<file path="src/rtl/crc_arb_pkg.sv">
`default_nettype none
// ============================================================================
// Module   : crc_arb_pkg
// Brief    : Shared widths and state encoding for the CRC-5 engine arbiter.
// Revision : 1.0 - initial release
// ============================================================================
package crc_arb_pkg;

    localparam int NUM_REQ = 2;
    localparam int CRC_W   = 5;
    localparam int BYTE_W  = 8;

    localparam int c_STATE_W = 3;
    typedef logic [c_STATE_W-1:0] state_t;

    localparam state_t c_ST_IDLE   = 3'd0;
    localparam state_t c_ST_LOAD   = 3'd1;
    localparam state_t c_ST_FEED   = 3'd2;
    localparam state_t c_ST_WAIT   = 3'd3;
    localparam state_t c_ST_FINISH = 3'd4;
    localparam state_t c_ST_DONE   = 3'd5;

endpackage
`default_nettype wire

</file>
<file path="src/rtl/rr_arbiter2.sv">
`default_nettype none
// ============================================================================
// Module   : rr_arbiter2
// Brief    : Combinational two-way round-robin grant (one-hot output).
// Revision : 1.0 - initial release
// ============================================================================
module rr_arbiter2
    import crc_arb_pkg::*;
(
    input  logic [NUM_REQ-1:0] i_req,
    input  logic               i_last,
    output logic [NUM_REQ-1:0] o_grant
);

    // i_last is the index served last; on contention the other one wins.
    always_comb begin
        o_grant = '0;
        case (i_req)
            2'b01:   o_grant = 2'b01;
            2'b10:   o_grant = 2'b10;
            2'b11:   o_grant = i_last ? 2'b01 : 2'b10;
            default: o_grant = '0;
        endcase
    end

endmodule
`default_nettype wire

</file>
<file path="src/rtl/crc_arbiter.sv">
`default_nettype none
// ============================================================================
// Module   : crc_arbiter
// Brief    : Round-robin sequencer feeding two requesters' frames to the
//            shared CRC-5 engine. Optional FINISH timeout: CRC_TIMEOUT_EN.
// Revision : 1.0 - initial release
// ============================================================================
module crc_arbiter
    import crc_arb_pkg::*;
#(
    parameter int BYTE_CYCLES    = 8,
    parameter int TIMEOUT_CYCLES = 32
) (
    input  logic                      i_sys_clk,
    input  logic                      i_sys_rst,
    input  logic [NUM_REQ-1:0]        i_req_valid,
    input  logic [NUM_REQ*BYTE_W-1:0] i_req_data,
    input  logic [NUM_REQ-1:0]        i_req_last,
    output logic [NUM_REQ-1:0]        o_req_ready,
    output logic [NUM_REQ-1:0]        o_crc_done,
    output logic [CRC_W-1:0]          o_crc_result,
    output logic                      o_busy,
    output logic [BYTE_W-1:0]         o_crc_data,
    output logic                      o_crc_input_valid,
    output logic                      o_crc_enable,
    output logic                      o_crc_end_byte,
    input  logic [CRC_W-1:0]          i_crc_value,
    input  logic                      i_crc_valid
`ifdef CRC_TIMEOUT_EN
    ,
    output logic                      o_crc_error
`endif
);

    localparam int c_CNT_W = $clog2(BYTE_CYCLES);
    localparam logic [c_CNT_W-1:0] c_CNT_ONE  = c_CNT_W'(1);
    localparam logic [c_CNT_W-1:0] c_CNT_LOAD = c_CNT_W'(BYTE_CYCLES - 2);

    if (BYTE_CYCLES < 2 || TIMEOUT_CYCLES < 1) begin : g_param_check
        $error("crc_arbiter: BYTE_CYCLES must be >= 2 and TIMEOUT_CYCLES >= 1");
    end

    state_t              r_state;
    state_t              w_state_nxt;
    logic [NUM_REQ-1:0]  r_grant;
    logic [NUM_REQ-1:0]  w_grant;
    logic                r_ptr;
    logic                r_last;
    logic [c_CNT_W-1:0]  r_cnt;
    logic [BYTE_W-1:0]   r_crc_data;
    logic [CRC_W-1:0]    r_crc_result;
    logic                w_handshake;
    logic [BYTE_W-1:0]   w_sel_data;
    logic                w_sel_last;
    logic                w_tmo_hit;

    rr_arbiter2 u_rr (
        .i_req   (i_req_valid),
        .i_last  (r_ptr),
        .o_grant (w_grant)
    );

    assign w_sel_data  = r_grant[1] ? i_req_data[2*BYTE_W-1:BYTE_W] : i_req_data[BYTE_W-1:0];
    assign w_sel_last  = |(i_req_last & r_grant);
    assign w_handshake = (r_state == c_ST_LOAD) && |(i_req_valid & r_grant);

    always_ff @(posedge i_sys_clk or negedge i_sys_rst) begin
        if (!i_sys_rst) begin
            r_state      <= c_ST_IDLE;
            r_grant      <= '0;
            r_ptr        <= 1'b1;
            r_last       <= 1'b0;
            r_cnt        <= '0;
            r_crc_data   <= '0;
            r_crc_result <= '0;
        end else begin
            r_state <= w_state_nxt;
            case (r_state)
                c_ST_IDLE: if (|i_req_valid) r_grant <= w_grant;
                c_ST_LOAD: begin
                    if (w_handshake) begin
                        r_crc_data <= w_sel_data;
                        r_last     <= w_sel_last;
                    end
                end
                c_ST_FEED: r_cnt <= c_CNT_LOAD;
                c_ST_WAIT: if (r_cnt != '0) r_cnt <= r_cnt - c_CNT_ONE;
                c_ST_FINISH: if (i_crc_valid) r_crc_result <= i_crc_value;
                c_ST_DONE: r_ptr <= r_grant[1];
                default: ;
            endcase
        end
    end

    // WAIT leaves as the count steps to zero so the byte pitch equals BYTE_CYCLES.
    always_comb begin
        w_state_nxt       = r_state;
        o_req_ready       = '0;
        o_crc_done        = '0;
        o_crc_input_valid = 1'b0;
        o_crc_end_byte    = 1'b0;
        case (r_state)
            c_ST_IDLE: if (|i_req_valid) w_state_nxt = c_ST_LOAD;
            c_ST_LOAD: begin
                o_req_ready = r_grant;
                if (w_handshake) w_state_nxt = c_ST_FEED;
            end
            c_ST_FEED: begin
                o_crc_input_valid = 1'b1;
                w_state_nxt       = c_ST_WAIT;
            end
            c_ST_WAIT: if (r_cnt <= c_CNT_ONE) w_state_nxt = r_last ? c_ST_FINISH : c_ST_LOAD;
            c_ST_FINISH: begin
                o_crc_end_byte = 1'b1;
                if (i_crc_valid || w_tmo_hit) w_state_nxt = c_ST_DONE;
            end
            c_ST_DONE: begin
                o_crc_done  = r_grant;
                w_state_nxt = c_ST_IDLE;
            end
            default: w_state_nxt = c_ST_IDLE;
        endcase
    end

    assign o_busy       = (r_state != c_ST_IDLE);
    assign o_crc_enable = (r_state != c_ST_IDLE);
    assign o_crc_data   = r_crc_data;
    assign o_crc_result = r_crc_result;

`ifdef CRC_TIMEOUT_EN
    localparam int c_TMO_W = $clog2(TIMEOUT_CYCLES + 1);
    localparam logic [c_TMO_W-1:0] c_TMO_LAST = c_TMO_W'(TIMEOUT_CYCLES - 1);

    logic [c_TMO_W-1:0] r_tmo;
    logic               r_abort;

    // A late engine result in the final cycle still wins over the abort.
    assign w_tmo_hit   = (r_state == c_ST_FINISH) && !i_crc_valid && (r_tmo == c_TMO_LAST);
    assign o_crc_error = (r_state == c_ST_DONE) && r_abort;

    always_ff @(posedge i_sys_clk or negedge i_sys_rst) begin
        if (!i_sys_rst) begin
            r_tmo   <= '0;
            r_abort <= 1'b0;
        end else begin
            r_tmo   <= (r_state == c_ST_FINISH) ? r_tmo + 1'b1 : '0;
            r_abort <= w_tmo_hit;
        end
    end
`else
    assign w_tmo_hit = 1'b0;
`endif

endmodule
`default_nettype wire

</file>
<file path="config.mk">
export PLATFORM = sky130hd
export DESIGN_NAME = crc_arbiter
export DESIGN_NICKNAME = d
export VERILOG_FILES = /design/src/rtl/crc_arb_pkg.sv /design/src/rtl/rr_arbiter2.sv /design/src/rtl/crc_arbiter.sv
export SDC_FILE = /design/constraint.sdc
export NUM_CORES = 1
export LEC_CHECK = 0
export BUFFER_PORTS_ARGS = -buffer_cell sky130_fd_sc_hd__buf_4
export CAP_MARGIN = 0
export CORE_ASPECT_RATIO = 0.8
export CORE_UTILIZATION = 31
export CTS_CLUSTER_DIAMETER = 60
export DETAILED_ROUTE_END_ITERATION = 12
export GPL_TIMING_DRIVEN = 0
export SKIP_CTS_REPAIR_TIMING = 1
export SKIP_LAST_GASP = 1
export SLEW_MARGIN = 40
export SYNTH_ARGS = -nofsm -noshare
export SYNTH_HDL_FRONTEND = slang
export SYNTH_SLANG_ARGS = --single-unit
</file>
<file path="constraint.sdc">
create_clock -name i_sys_clk -period 1.9 [get_ports i_sys_clk]
set_input_delay 0.285 -clock i_sys_clk [delete_from_list [all_inputs] [get_ports i_sys_clk]]
set_output_delay 0.285 -clock i_sys_clk [all_outputs]
set_load 0.01 [all_outputs]
</file>
Yosys cells after proc, flatten, opt, wreduce, memory -nomap -nowiden
Cells that the tools add are included.
{"block": "totals", "word_cells": 52, "input_bits": 28, "out_inout_bits": 21, "register_bits": 23}
{"block": "classes", "eq_ne": 13, "mux": 15, "reduce_logical": 13, "n_lt_le_gt_ge": 1, "bitwise_logic": 2, "add_sub_neg": 1}
{"cell": "2-to-1 mux 3 bit", "n": 6}
{"cell": "one-hot mux 3 bit (5 select lines)", "n": 1}
{"cell": "inequality test 2 bit, second input constant", "n": 5}
{"cell": "2-to-1 mux 8 bit", "n": 1}
{"cell": "AND reduction 2 bit", "n": 4}
{"cell": "equality test 3 x 2 -> 1 bit, second input constant", "n": 2}
{"cell": "equality test 3 bit, second input constant", "n": 2}
{"cell": "2-to-1 mux 2 bit", "n": 3}
{"cell": "one-hot mux 2 bit (3 select lines)", "n": 1}
{"cell": "one-hot mux 3 bit (2 select lines)", "n": 1}
{"cell": "nonzero test 3 bit", "n": 2}
{"cell": "OR reduction 2 bit", "n": 3}
{"cell": "bitwise AND 2 bit", "n": 2}
{"cell": "equality test 2 bit, second input constant", "n": 2}
{"cell": "AND reduction 4 bit", "n": 1}
{"cell": "equality test 3 x 1 -> 1 bit, second input constant", "n": 1}
{"cell": "<= comparator 3 x 1 -> 1 bit, second input constant", "n": 1}
{"cell": "zero test 3 bit", "n": 1}
{"cell": "subtractor 3 x 1 -> 3 bit, second input constant", "n": 1}
{"cell": "equality test 2 x 1 -> 1 bit, second input constant", "n": 1}
{"cell": "2-to-1 mux 1 bit", "n": 2}
{"cell": "nonzero test 2 bit", "n": 1}
{"cell": "logical AND 1 bit", "n": 1}

Logic depth before layout (Yosys ltp)
{"block": "depth", "depth_word": 5, "ltp_mapped": 6, "ltp_nobuf": 6}

Cells and area by module
Synthesis repeated with hierarchy kept, for this count alone.
{"block": "hier_totals", "cells_unflattened": 117, "hier_area_um2": 1239.9}
{"mod": "crc_arbiter", "seq_area_each_um2": 576.8, "cells_each": 114, "n_inst": 1, "area_each_um2": 1221.2}
{"mod": "rr_arbiter2", "seq_area_each_um2": 0.0, "cells_each": 3, "n_inst": 1, "area_each_um2": 18.8}

Worst setup path before layout
OpenSTA, ideal clock, no wires.
{"block": "synth_timing", "kind": "register -> output", "from": "reg r_state[0]", "to": "out o_crc_enable", "path_stages_with_launch": 5, "t_required_ps": 1615, "slack_ps": 508, "n_path_buf": 2, "t_arrival_ps": 1107, "path_cell_list": "dfrtp_1 buf_2 nor3_2 inv_1 buf_4"}
{"block": "synth_between", "elab_chain_len": 1}
{"item": "from (decl)", "line": "crc_arbiter.sv:43", "source": "state_t r_state;"}
{"item": "from (signal assigned)", "line": "crc_arbiter.sv:69", "source": "r_state <= c_ST_IDLE;"}
{"item": "from (signal assigned)", "line": "crc_arbiter.sv:77", "source": "r_state <= w_state_nxt;"}
{"item": "nonzero test 3 bit"}
{"item": "to (decl)", "line": "crc_arbiter.sv:25", "source": "output logic o_crc_enable,"}
Every way passes these cells.

Worst setup path in the final report
{"block": "layout_timing", "from": "reg r_state[0]", "to": "out o_crc_enable"}
{"block": "layout_between", "elab_chain_len": 1}
{"item": "nonzero test 3 bit", "line": "crc_arbiter.sv:126", "source": "assign o_crc_enable = (r_state != c_ST_IDLE);"}
Every way passes these cells.

==> flow_summary.ini <==
[yosys]
ys_top_cells_by_count = dfrtp_1 (22), nor2_1 (16), a21oi_1 (12)
synth-seq-cells = 23
syn_area_per_cell_sq_um = 10.3
synth-compound-area-share = 0.154
synth.net_count = 148
synth_seq_area_share = 0.477
synth_warnings = 0
muxShareOfSynthArea = 0.113
netlist_instances = 117
yosys.area.top_type = dfrtp_1
ys_async_sr_fraction = 1.00
synth_area_leaders = dfrtp_1 (46%), mux2i_1 (6.6%), a21oi_1 (5.0%), nor2_1 (5.0%), mux2_2 (3.7%)
synthesis.area_sq_um = 1210
synthFlopType = dfrtp_1
synth_adder_area_share = 0.0310
synth_xor_area_frac = 0
synth-edff-count = 0
yosysUniqueCellTypes = 37
synthDominantCellAreaShare = 0.455
synth_top_family_by_area = simple AND/OR/NAND/NOR gates
synth_simple_gate_area_share = 0.180
synth.most_common_cell = dfrtp_1

[sta]
period_needed_ns = 1.79
finalSetupViolations = 0
rsz0062_at_grt = false
finalHoldViolCount = 0
tightestPinTransition_ns = 0.445
fin_crit_sh = 0.941
timing.fmax_mhz = 559
drv_slew = 0
slew-limit-headroom = 0.702
fin_skew_ns = 0.00756
fin_ws_ns = 0.111
fin_setup_tns_ns = 0

[critical_path]
critPathArrivalTime_ns = 1.50
cp_cell_sequence = buf_2 -> nor3_4 -> inv_1 -> buf_4 -> buf_4
end_kind = primary output
setup.worst_path.class = reg -> out
crit_top_cell = buf_4
max_stage_delay_ns = 0.43
cp_max_fo = 10
path_delay_family = buffers and inverters
worstPathBufferInverterCount = 4
cp-start-kind = flop
critical-path-slowest-cell = dfrtp_1
critPathRequiredTime_ns = 1.62

[drt]
route.vias.total = 1045
wirelength_microns = 2790
drt-initial-drc-count = 40
postRouteAntennaNets = 0
post_drt_wl_per_cell_microns = 12.5
drt-vias-per-instance = 4.71
firstDrtPassIters = 4
drc = 0

[pwr]
p_per_area_nw_per_um2 = 508
leakage_nw = 0.852
vdd_drop_max_mv = 0.322

[clock_tree]
cts.sinks = 23
path_clk_slew_ns = 0.08
worstSkewPairLatency_ns = 0.27
htree_levels = 1
clockBufferDepth = 2
cts_tree = built
numCtsBuffers = 3
cts-root-buf = clkbuf_8

[die]
io_pins = 49
die_area_sq_um = 4160
rows = 19
die_w_microns = 71.8
core_sq_um = 3590
die_y_microns = 57.9
initial_core_util = 0.337

[outcome]
outcome = finished, final reports clean

[min_path]
hold_class = in -> reg

[finish]
syn2layout_area_growth_pct = 40.5
layout-drive-gt1-share = 0.418
n_antenna_cell = 0
final_nets = 202
n_fill_cell = 343
utilization = 0.474

[global_route]
grt-ovfl-total = 0
antenna_found_initial = 0
grt_pass1_wl_microns = 4580
grt_max_degree = 24
grt_pass1_vias = 1047
grt.total_usage = 0.143

[placement]
io_buffers = 48
gp_congestion = 0.740
hpwlAfterDp_microns = 2110
pre_cts_ws_ns = 0.344

[job]
maxCapViolations = 0
-- registers in the layout (all words and copies together), names as in the netlist --
name / count
o_crc_data: 8
o_crc_result: 5
r_cnt: 3
r_state: 3
r_grant: 2
r_last: 1
r_ptr: 1
-- per-layer routing --
| layer | vias up | global-route usage | routed length (microns) |
|---|---|---|---|
| li1 | 514 | - | - |
| met1 | 489 | 0.169 | 1210 |
| met2 | 40 | 0.249 | 1330 |
| met3 | 2 | 0.0591 | 235 |
| met4 | 0 | 0.0252 | 11 |
| met5 | - | 0 | 0 |
-- kinds of logic (layout without fill, tap and decap cells) --
kind of cell	count (synthesis)	after routing
and+or+nand+nor	40	40
DFF	23	23
muxes	13	13
buffers and inverters	10	63
adders and majority gates	3	3
AOI/OAI and AO/OA	28	28
-- power by group --
part           internal, mW  leakage (nW)  switching [mW]  total (mW)
Clock                 0.148        0.0217           0.163       0.312
Sequential            0.489         0.313               0       0.489
Combinational        0.0403         0.518          0.0232      0.0635
Total                 0.678         0.852           0.187       0.864
-- final timing paths --
kind	end	slack, ns	from	cells after the start
worst max register to register	r_state[1]$_DFFE_PN0P_	0.35	r_cnt[1]$_DFFE_PN0P_	6
min in group asynchronous	r_state[1]$_DFFE_PN0P_	0.45	i_sys_rst	2
worst min register to register	o_crc_result[4]$_DFFE_PN0P_	0.51	o_crc_result[4]$_DFFE_PN0P_	1
worst max-delay path	o_crc_enable	0.11	r_state[0]$_DFFE_PN0P_	5
worst min-delay path	r_grant[1]$_DFFE_PN0P_	0.23	i_req_valid[0]	2
max in group asynchronous	r_ptr$_DFFE_PN1N_	1.16	i_sys_rst	2
-- final cells by class --
type                    instances  area (sq um)  area share
clock inverters                 1          7.51     0.00442
multi-input cells              84           584       0.344
well taps                      52          65.1      0.0383
inverters                       3          11.3     0.00662
repair buffers                 49           370       0.218
flip-flops and latches         23           577       0.339
clock buffers                   3          41.3      0.0243
plain buffers                   7          43.8      0.0258
-- worst register-to-register path: cells and delay by family, from the launching register on --
kind                     cells  cell delay (ns)
buffers and inverters        1             0.14
adder cells (fa/ha/maj)      1             0.16
AND/OR/NAND/NOR              2             0.48
AO/OA/AOI/OAI                2             0.26
flip-flops                   1             0.41
-- stage by stage --
stage,total power [mW],instance area [sq um],cells,hold WS [ns]
2_1_floorplan,0.506,1210,117,-0.0106
3_3_place_gp,0.560,1640,217,0.202
3_5_place_dp,0.562,1640,217,0.202
4_1_cts,0.875,1680,221,-0.0977
5_1_grt,0.903,1700,222,0.229
6_report,0.864,1700,222,0.234
-- cell usage in the layout, fill, tap and decap left out, types with 3 or more instances in the layout --
cell,count
buf_4,49
dfrtp_1,22
nor2_1,16
a21oi_1,12
mux2i_1,8
nand2_1,5
buf_2,4
mux2_2,4
inv_1,3
and2_1,3
nor2b_1,3
and3_1,3
a22oi_1,3
ha_1,3
clkbuf_8,3
Note: power is estimated with default switching activity, not from simulation.
